## config.mk

```make
export PLATFORM = sky130hd
export DESIGN_NAME = cust_iir_filter_mc
export DESIGN_NICKNAME = d
export VERILOG_FILES = /design/src/rtl/cust_filt_pkg.sv /design/src/rtl/cust_filt_state_ram.sv /design/src/rtl/cust_iir_filter_mc.sv
export SDC_FILE = /design/constraint.sdc
export NUM_CORES = 2
export LEC_CHECK = 0
export CAP_MARGIN = 30
export CORE_MARGIN = 2
export CORE_UTILIZATION = 60
export DETAILED_ROUTE_END_ITERATION = 8
export PLACE_DENSITY = 0.77
export SYNTH_ARGS = -nofsm -noshare
export SYNTH_HDL_FRONTEND = slang
export SYNTH_SLANG_ARGS = --single-unit
```

## constraint.sdc

```tcl
create_clock -name clk -period 16.8 [get_ports clk]
set_input_delay 2.52 -clock clk [delete_from_list [all_inputs] [get_ports clk]]
set_output_delay 2.52 -clock clk [all_outputs]
set_load 0.03 [all_outputs]
```

## src/rtl/cust_filt_pkg.sv

```systemverilog
// Shared types and helpers for the multi-channel IIR filter:
// mode encodings, clear FSM states, saturation and offset-binary helpers.
package cust_filt_pkg;

    typedef enum logic [1:0] {
        MODE_BYPASS = 2'b00,
        MODE_HP     = 2'b01,
        MODE_LP     = 2'b10,
        MODE_RSVD   = 2'b11
    } filt_mode_e;

    typedef enum logic {
        ST_CLEAR = 1'b0,
        ST_RUN   = 1'b1
    } filt_state_e;

    // Width of the pre-saturation result: hp = x - s/2^C can need 1 extra
    // bit over DATA_W, plus one for sign headroom.
    function automatic int sat_in_w(input int data_w);
        return data_w + 2;
    endfunction

    // Clamp a signed value to the signed range of a w-bit word.
    function automatic logic signed [63:0] sat_clip(
        input logic signed [63:0] v,
        input int                 w
    );
        logic signed [63:0] hi;
        logic signed [63:0] lo;
        hi = (64'sd1 <<< (w - 1)) - 64'sd1;
        lo = -(64'sd1 <<< (w - 1));
        if (v > hi) return hi;
        if (v < lo) return lo;
        return v;
    endfunction

    // Offset binary <-> two's complement: invert the MSB of a w-bit word.
    function automatic logic [63:0] ob_flip(
        input logic [63:0] v,
        input int          w
    );
        return v ^ (64'd1 << (w - 1));
    endfunction

endpackage

```

## src/rtl/cust_filt_state_ram.sv

```systemverilog
// Per-channel filter state register file.
// Ports: clk; one synchronous write port (we/waddr/wdata);
// one combinational read port (raddr/rdata). Out-of-range reads return 0.
module cust_filt_state_ram
    import cust_filt_pkg::*;
#(
    parameter int DEPTH = 32,
    parameter int WIDTH = 32,
    parameter int AW    = 7
) (
    input  logic             clk,
    input  logic             we,
    input  logic [AW-1:0]    waddr,
    input  logic [WIDTH-1:0] wdata,
    input  logic [AW-1:0]    raddr,
    output logic [WIDTH-1:0] rdata
);

    localparam int IW = (DEPTH > 1) ? $clog2(DEPTH) : 1;

    logic [WIDTH-1:0] mem [DEPTH];

    always_ff @(posedge clk) begin
        if (we && (int'(waddr) < DEPTH)) begin
            mem[waddr[IW-1:0]] <= wdata;
        end
    end

    assign rdata = (int'(raddr) < DEPTH) ? mem[raddr[IW-1:0]] : '0;

endmodule

```

## src/rtl/cust_iir_filter_mc.sv

```systemverilog
// Multi-channel first-order IIR (bypass / high-pass / low-pass) on an
// interleaved offset-binary stream, 2-stage pipeline with state forwarding.
// Ports: clk, reset; chan_in_{sample,num,valid,read} input stream;
// chan_out_{sample,num,valid,read} output stream; coeff, mode (per transfer);
// clear_state request, busy while the state memory is being zeroed.
module cust_iir_filter_mc
    import cust_filt_pkg::*;
#(
    parameter int DATA_W   = 16,
    parameter int CHANNELS = 32,
    parameter int CHAN_W   = 7,
    parameter int COEFF_W  = 16
) (
    input  logic               clk,
    input  logic               reset,
    input  logic [DATA_W-1:0]  chan_in_sample,
    input  logic [CHAN_W-1:0]  chan_in_num,
    input  logic               chan_in_valid,
    output logic               chan_in_read,
    output logic [DATA_W-1:0]  chan_out_sample,
    output logic [CHAN_W-1:0]  chan_out_num,
    output logic               chan_out_valid,
    input  logic               chan_out_read,
    input  logic [COEFF_W-1:0] coeff,
    input  logic [1:0]         mode,
    input  logic               clear_state,
    output logic               busy
);

    localparam int SW = DATA_W + COEFF_W;
    localparam int DW = SW + 1;
    localparam int PW = DW + COEFF_W + 1;
    localparam int RW = sat_in_w(DATA_W);
    localparam logic [CHAN_W:0] NCH = (CHAN_W+1)'(CHANNELS);

    filt_state_e        st;
    logic [CHAN_W-1:0]  clr_idx;

    logic               stall;
    logic               in_xfer;

    logic               s1_valid;
    logic [DATA_W-1:0]  s1_sample;
    logic [CHAN_W-1:0]  s1_num;
    logic [COEFF_W-1:0] s1_coeff;
    filt_mode_e         s1_mode;
    logic               s1_in_range;

    logic               s2_wr;
    logic signed [SW-1:0] s2_snew;

    logic               ram_we;
    logic [CHAN_W-1:0]  ram_waddr;
    logic [SW-1:0]      ram_wdata;
    logic [SW-1:0]      ram_rdata;

    logic               fwd;
    logic signed [DATA_W-1:0] x;
    logic signed [SW-1:0] s_old;
    logic signed [SW-1:0] s_new;
    logic signed [DW-1:0] xs;
    logic signed [DW-1:0] d;
    logic signed [PW-1:0] prod;
    logic signed [RW-1:0] hp;
    logic signed [RW-1:0] lp;
    logic signed [RW-1:0] res;
    logic [DATA_W-1:0]  y;
    logic [DATA_W-1:0]  out_nxt;

    // Clear/run control; busy is a registered copy of "in CLEAR".
    always_ff @(posedge clk) begin
        if (reset) begin
            st      <= ST_CLEAR;
            clr_idx <= '0;
            busy    <= 1'b1;
        end else begin
            unique case (st)
                ST_CLEAR: begin
                    if (clear_state) begin
                        clr_idx <= '0;
                    end else if (clr_idx == CHAN_W'(CHANNELS - 1)) begin
                        st   <= ST_RUN;
                        busy <= 1'b0;
                    end else begin
                        clr_idx <= clr_idx + 1'b1;
                    end
                end
                ST_RUN: begin
                    if (clear_state) begin
                        st      <= ST_CLEAR;
                        clr_idx <= '0;
                        busy    <= 1'b1;
                    end
                end
                default: begin
                    st <= ST_CLEAR;
                end
            endcase
        end
    end

    assign stall        = chan_out_valid & ~chan_out_read;
    assign chan_in_read = (st == ST_RUN) & ~clear_state & ~stall;
    assign in_xfer      = chan_in_valid & chan_in_read;

    // The clear sequence owns the write port; otherwise S2 writes back.
    assign ram_we    = (st == ST_CLEAR) | s2_wr;
    assign ram_waddr = (st == ST_CLEAR) ? clr_idx : chan_out_num;
    assign ram_wdata = (st == ST_CLEAR) ? '0 : s2_snew;

    cust_filt_state_ram #(
        .DEPTH (CHANNELS),
        .WIDTH (SW),
        .AW    (CHAN_W)
    ) u_state_ram (
        .clk   (clk),
        .we    (ram_we),
        .waddr (ram_waddr),
        .wdata (ram_wdata),
        .raddr (s1_num),
        .rdata (ram_rdata)
    );

    assign s1_in_range = {1'b0, s1_num} < NCH;

    // S2 has not written its state yet; take it from the register.
    assign fwd   = s1_in_range & s2_wr & (chan_out_num == s1_num);
    assign s_old = fwd ? s2_snew : $signed(ram_rdata);

    assign x     = DATA_W'(ob_flip(64'(s1_sample), DATA_W));
    assign xs    = {x[DATA_W-1], x, {COEFF_W{1'b0}}};
    assign d     = xs - {s_old[SW-1], s_old};
    assign prod  = PW'(d) * PW'($signed({1'b0, s1_coeff}));
    // Modular add: the true s_new always fits in SW bits.
    assign s_new = s_old + SW'(prod >>> COEFF_W);
    assign hp    = RW'(x) - RW'(s_old >>> COEFF_W);
    assign lp    = RW'(s_new >>> COEFF_W);

    always_comb begin
        res = RW'(x);
        if (s1_in_range) begin
            unique case (s1_mode)
                MODE_HP: res = hp;
                MODE_LP: res = lp;
                default: res = RW'(x);
            endcase
        end
    end

    assign y       = DATA_W'(sat_clip(64'(res), DATA_W));
    assign out_nxt = DATA_W'(ob_flip(64'(y), DATA_W));

    // Both stages advance together; a stall freezes everything.
    always_ff @(posedge clk) begin
        if (reset) begin
            s1_valid        <= 1'b0;
            s1_sample       <= '0;
            s1_num          <= '0;
            s1_coeff        <= '0;
            s1_mode         <= MODE_BYPASS;
            chan_out_valid  <= 1'b0;
            chan_out_sample <= '0;
            chan_out_num    <= '0;
            s2_wr           <= 1'b0;
            s2_snew         <= '0;
        end else if (!stall) begin
            s1_valid <= in_xfer;
            if (in_xfer) begin
                s1_sample <= chan_in_sample;
                s1_num    <= chan_in_num;
                s1_coeff  <= coeff;
                s1_mode   <= filt_mode_e'(mode);
            end
            chan_out_valid <= s1_valid;
            s2_wr <= s1_valid & s1_in_range & (st == ST_RUN);
            if (s1_valid) begin
                chan_out_sample <= out_nxt;
                chan_out_num    <= s1_num;
                s2_snew         <= s_new;
            end
        end else if (st == ST_CLEAR) begin
            // A sample stalled across a clear must not restore old state.
            s2_wr <= 1'b0;
        end
    end

endmodule

```

# == Yosys cells after proc, flatten, opt, wreduce, memory -nomap -nowiden ==
# Memory sizes are Yosys's and may differ from the RTL's. A register that Yosys moved wholly into a read port is not among the register bits.
# Cells that the tools add are included.
# word_totals
n_memories,1
out_inout_bits,26
in_bits,46
wordCells,84
mem_bits_rw,1024
ff_bits,108
# op_classes
add_sub_neg,4
n_mul,1
reduce_logical,5
n_mux,31
n_eq_ne,9
bitwise_logic,15
n_lt_le_gt_ge,5
# mem_list
name,depth,width,read_ports,rd_ports_with_merged_regs,write_ports,line_no,source
u_state_ram.mem,32,32,1,1,1,cust_filt_state_ram.sv:21,logic [WIDTH-1:0] mem [DEPTH];
# ops
op,count
2-to-1 mux 32 bit,3
2-to-1 mux 16 bit,4
multiplier 33 x 17 -> 48 bit,1
one-hot mux 18 bit (2 select lines),1
subtractor 32 x 32 -> 33 bit,1
adder 32 bit,1
2-to-1 mux 7 bit,4
"less-than comparator 7 x 6 -> 1 bit, second input constant",3
"> comparator 18 x 16 -> 1 bit, second input constant",1
"less-than comparator 18 x 16 -> 1 bit, second input constant",1
2-to-1 mux 18 bit,1
subtractor 16 x 16 -> 17 bit,1
one-hot mux 7 bit (2 select lines),1
2-to-1 mux 1 bit,13
2-to-1 mux 5 bit,2
bitwise AND 1 bit,8
"inequality test 2 bit, second input constant",4
"adder 7 x 1 -> 7 bit, second input constant",1
"equality test 7 x 5 -> 1 bit, second input constant",1
equality test 7 bit,1
NOT 1 bit,6
AND reduction 2 bit,3
one-hot mux 1 bit (2 select lines),2
"inequality test 3 bit, second input constant",1
other kinds (5),5

# == Longest topological paths before layout ==
# depth
depth_word,15
ltp_mapped,65
ltp_nobuf,53

# == Hierarchy ==
# From an unflattened synthesis, not the netlist that was laid out.
# hier_totals
cells_unflattened,4944
hier_area_um2,65997.0
# by_module_without_submodules
module,seq_area_each_um2,area_each_um2,n_inst,cells_per_inst
cust_filt_state_ram,30749.5,39351.5,1,1701
cust_iir_filter_mc,2162.1,26645.6,1,3243

# == Least setup slack after synthesis ==
# Ideal clock, no wire load.
# synth_timing
kind,reg-to-reg
startpoint,register with a tool-made name
endpoint,register chan_out_sample[2]
slack_ns,3.136
path_stages_with_launch,66
t_arrival_ns,13.578
setup_ns,0.086
path_buffers,12
period_less_slack_ns,13.664
required_time_ns,16.714
path_cell_list,dfxtp_1 buf_6 buf_12 buf_12 buf_12 buf_12 buf_12 buf_12 buf_2 clkbuf_1 buf_1 mux4_2 mux4_2 nand2_1 a21oi_1 a21o_1 inv_1 ha_1 [... 30 more ...] o21a_1 o21a_1 o21a_1 nor2_1 xnor2_1 ha_1 nor2b_1 o21ai_0 nand2b_1 a21oi_1 o21ai_0 a221oi_1 xor2_1 xnor3_2 a21bo_2 o21a_1 buf_4 a211oi_1
# synth_rtl
element,line_no,source
to (signal assigned),cust_iir_filter_mc.sv:177,chan_out_sample <= out_nxt;
to (decl),cust_iir_filter_mc.sv:20,"output logic [DATA_W-1:0] chan_out_sample,"

==> summary.md <==
| Metric | Value |
|---|---|
| Total die area | `between 100000 and 150000 um2` |
| CP Buf/Inv Count | `5` |
| Final Hold Viols | `0` |
| Setup skew after layout | `between 0.06 and 0.07 ns` |
| Syn nets | `5571` |
| Overall power | `between 0.005 and 0.006 W` |
| Number of inserted diodes | `0` |
| Vias in the first global route | `42840` |
| Setup repair bufs after CTS | `0` |
| Final setup vio count | `0` |
| Final Max Slew Viols | `0` |
| DRT Pass-1 Iters | `6` |
| Cts hold-fix bufs | `0` |
| PwrDens | `79.45 nW/um2` |
| Max Freq | `0.06722 GHz` |
| Drt total wl | `approximately 180000 um` |
| Startpoint types | `register` |
| Nets | `about 5600` |
| Via Count | `around 42000` |
| Layout cells sized above 1 | `12.74%` |
| Synth Cell Area | `around 66000 um2` |
| Residual DRC | `0` |
| GRT Util Overall | `32.96%` |
| Critical path class | `reg2reg` |
| R2R depth | `48` |
| Data required, critical path | `17.39 ns` |
| Fillers | `7419` |
| Worst slack, placed | `2.127 ns` |
| CORE AREA | `109000 um2` |
| Placed Area | `between 60000 and 70000 um2` |
| Clk root buf | `clkbuf_16` |
| Simple-gate portion of the synthesized area | `8.931%` |
| Yosys reg bits | `1137` |
| CP most frequent cell | `fa_1` |
| Final GP Congestion | `0.9294` |
| Actual slew at the worst max-slew pin | `1.116 ns` |
| Arr. time, crit path | `15.47 ns` |
| Mean post-synth cell area | `13.54 um2` |
| Slew margin rel. | `25.58%` |
| Synth cell types | `81` |
| Resize count post-CTS | `0` |
| Vias/cell | `6.502` |
| Synth Warn # | `0` |
| Worst IR Drop VDD | `~100 uV` |
| ANT nets after route | `0` |
| H-tree depth | `3` |
| Clock buffer depth | `3` |
| Gr ovfl total | `0` |
| Area added between synthesis and finish | `9.178%` |
| Async SR Flop Fraction | `0%` |
| Post-synth EDFFs | `slightly above 1000` |
| Top post-synthesis cells by area | `edfxtp_1 47%, fa_1 15%, mux4_2 8.8%` |
| Rows | `121` |
| Commonest non-fill, non-tap cell in the layout | `edfxtp_1` |
| Crit path largest cell delay | `approximately 0.8 ns` |
| CP Capture Type | `register` |
| Chip Height | `335.5 um` |
| Synth Area in Compound Gates | `4.918%` |
| Cell area after layout | `between 70000 and 80000 um2` |
| CP Depth | `48` |
| Dominant cell type by area after synthesis | `edfxtp_1` |
| CP max-delay cell | `dfxtp_4` |
| Top cell type's share of synthesized area | `46.63%` |
| Main flop type after synthesis | `edfxtp_1` |
| CTS tree | `yes` |
| Largest family of logic cells by synthesized area | `adder cells` |
| Setup WS post-layout | `1.923 ns` |
| Die X | `335.5 um` |
| Mux contribution to synthesized area | `10.78%` |
| Top delay family on crit path | `compound AO/OA/AOI/OAI gates` |
| Number of port buffers | `between 70 and 80` |
| Antenna violations before repair | `1` |
| Clock sinks | `1137` |
| Commonest non-fill, non-tap cells in the layout | `1024 x edfxtp_1, 634 x inv_1, 554 x nand2_1` |
| Hold path cells | `2` |
| Outcome | `finished clean` |
| Worst-path clk slew | `about 0.06 ns` |
| Static Leak | `29.53 nW` |
| Worst Hold Class | `reg2reg` |
| Adder-Cell Fraction of Synth Area | `18.02%` |
| Largest net degree at the start of global routing | `106` |
| Clk_lat worst skew | `0.71 ns` |
| Sequential area share after synthesis | `50.06%` |
| Min Clock Period, post-route | `14.88 ns` |
| # Max-Cap Violations | `0` |
| RSZ-0062 raised after global routing | `false` |
| Worst-path fanout max | `70` |
| Avg WL per Cell | `28.43 um` |
| Post-Syn Instances | `4870` |
| Initial DRC count | `5540` |
| Setup tns final | `0 ns` |
| # IOs | `72` |
| Fin crit share | `slightly below 90%` |
| CTS buffer count | `108` |
| Hpwl dp | `107300 um` |
| Initial Util | `60.49%` |
| First-pass GRT wire length | `272200 um` |
| XOR/XNOR share of the synthesized area | `1.596%` |
==> power breakdown <==
group	switching, W	total [W]	internal (W)	leakage, nW
Combinational	0.000172	0.000241	0.0000690	15.2
Sequential	0.00000385	0.00305	0.00305	12.7
Clock	0.00109	0.00243	0.00134	1.70
Total	0.00127	0.00572	0.00445	29.5
==> tightest hold or removal path: stages, from the launching register on <==
cell and delay (ns):
dfxtp_1 0.32, nand2_1 0.05, a21oi_1 0.05
==> worst paths after layout <==
path | start | end | slack (ns)
max | register | chan_out_sample[13] | 1.92
min | s2_snew[27] | s2_snew[27] | 0.47
max reg2reg | register | chan_out_sample[13] | 1.92
min reg2reg | s2_snew[27] | s2_snew[27] | 0.47
==> state kept, by name, summed over array words and instances (netlist names), named ones only <==
name and cells:
s2_snew 32, u_state_ram.mem 1024, s2_wr 1, s1_sample 16
chan_out_sample 16, chan_out_num 7, busy 1, s1_num 7
clr_idx 7, st 1, s1_coeff 16, chan_out_valid 1
s1_mode 2, s1_valid 1
==> metal layers <==
metal / track usage, % / vias up / part of all wire, %
met1: 43.60 / 21080 / 36
met5: 0 / - / 0.0071
met4: 13.76 / 2 / 4.6
li1: - / 17080 / -
met3: 7.467 / 527 / 11
met2: 53.17 / 2904 / 48
==> logic make-up (layout without fill, tap and decap cells) <==
group / after synthesis / in the layout
AND/OR/NAND/NOR: 1223 / 1223
flip-flops: 1137 / 1137
buffers and inverters: 913 / 1026
adder cells (fa/ha/maj): 655 / 655
AO/OA/AOI/OAI: 489 / 489
multiplexers: 338 / 338
XOR/XNOR: 115 / 115
==> final cells by class <==
class | count | area (um2) | area share [%]
Sequential cell | 1137 | 33030 | 45.88
Clock inverter | 56 | 560.5 | 0.7786
Inverter | 636 | 2389 | 3.318
Multi-Input combinational cell | 2820 | 29500 | 40.98
Timing Repair Buffer | 189 | 1785 | 2.480
Tap cell | 1414 | 1769 | 2.457
Clock buffer | 145 | 2954 | 4.103
==> synth_stat cells (all sizes together) (56+ instances only) <==
| library cell | n |
|---|---|
| buf | 100 |
| clkbuf | 173 |
| fa | 491 |
| dfxtp | 113 |
| nor2 | 156 |
| inv | 634 |
| nand2 | 555 |
| a211oi | 77 |
| mux4 | 288 |
| o21ai | 56 |
| edfxtp | 1024 |
| ha | 164 |
| and2 | 233 |
| xnor2 | 81 |
| a21oi | 179 |
==> metrics by stage <==
| step | util [%] | hold slack (ns) | instances |
|---|---|---|---|
| floorplan | - | 0.4408 | 4870 |
| global placement | 62.65 | 0.4558 | 6185 |
| detailed placement | 62.75 | 0.4638 | 6192 |
| CTS | 65.97 | 0.4750 | 6393 |
| global route | 66.05 | 0.4904 | 6397 |
| finish | 66.05 | 0.4732 | 6397 |
Note: power is estimated with default switching activity, not from simulation.
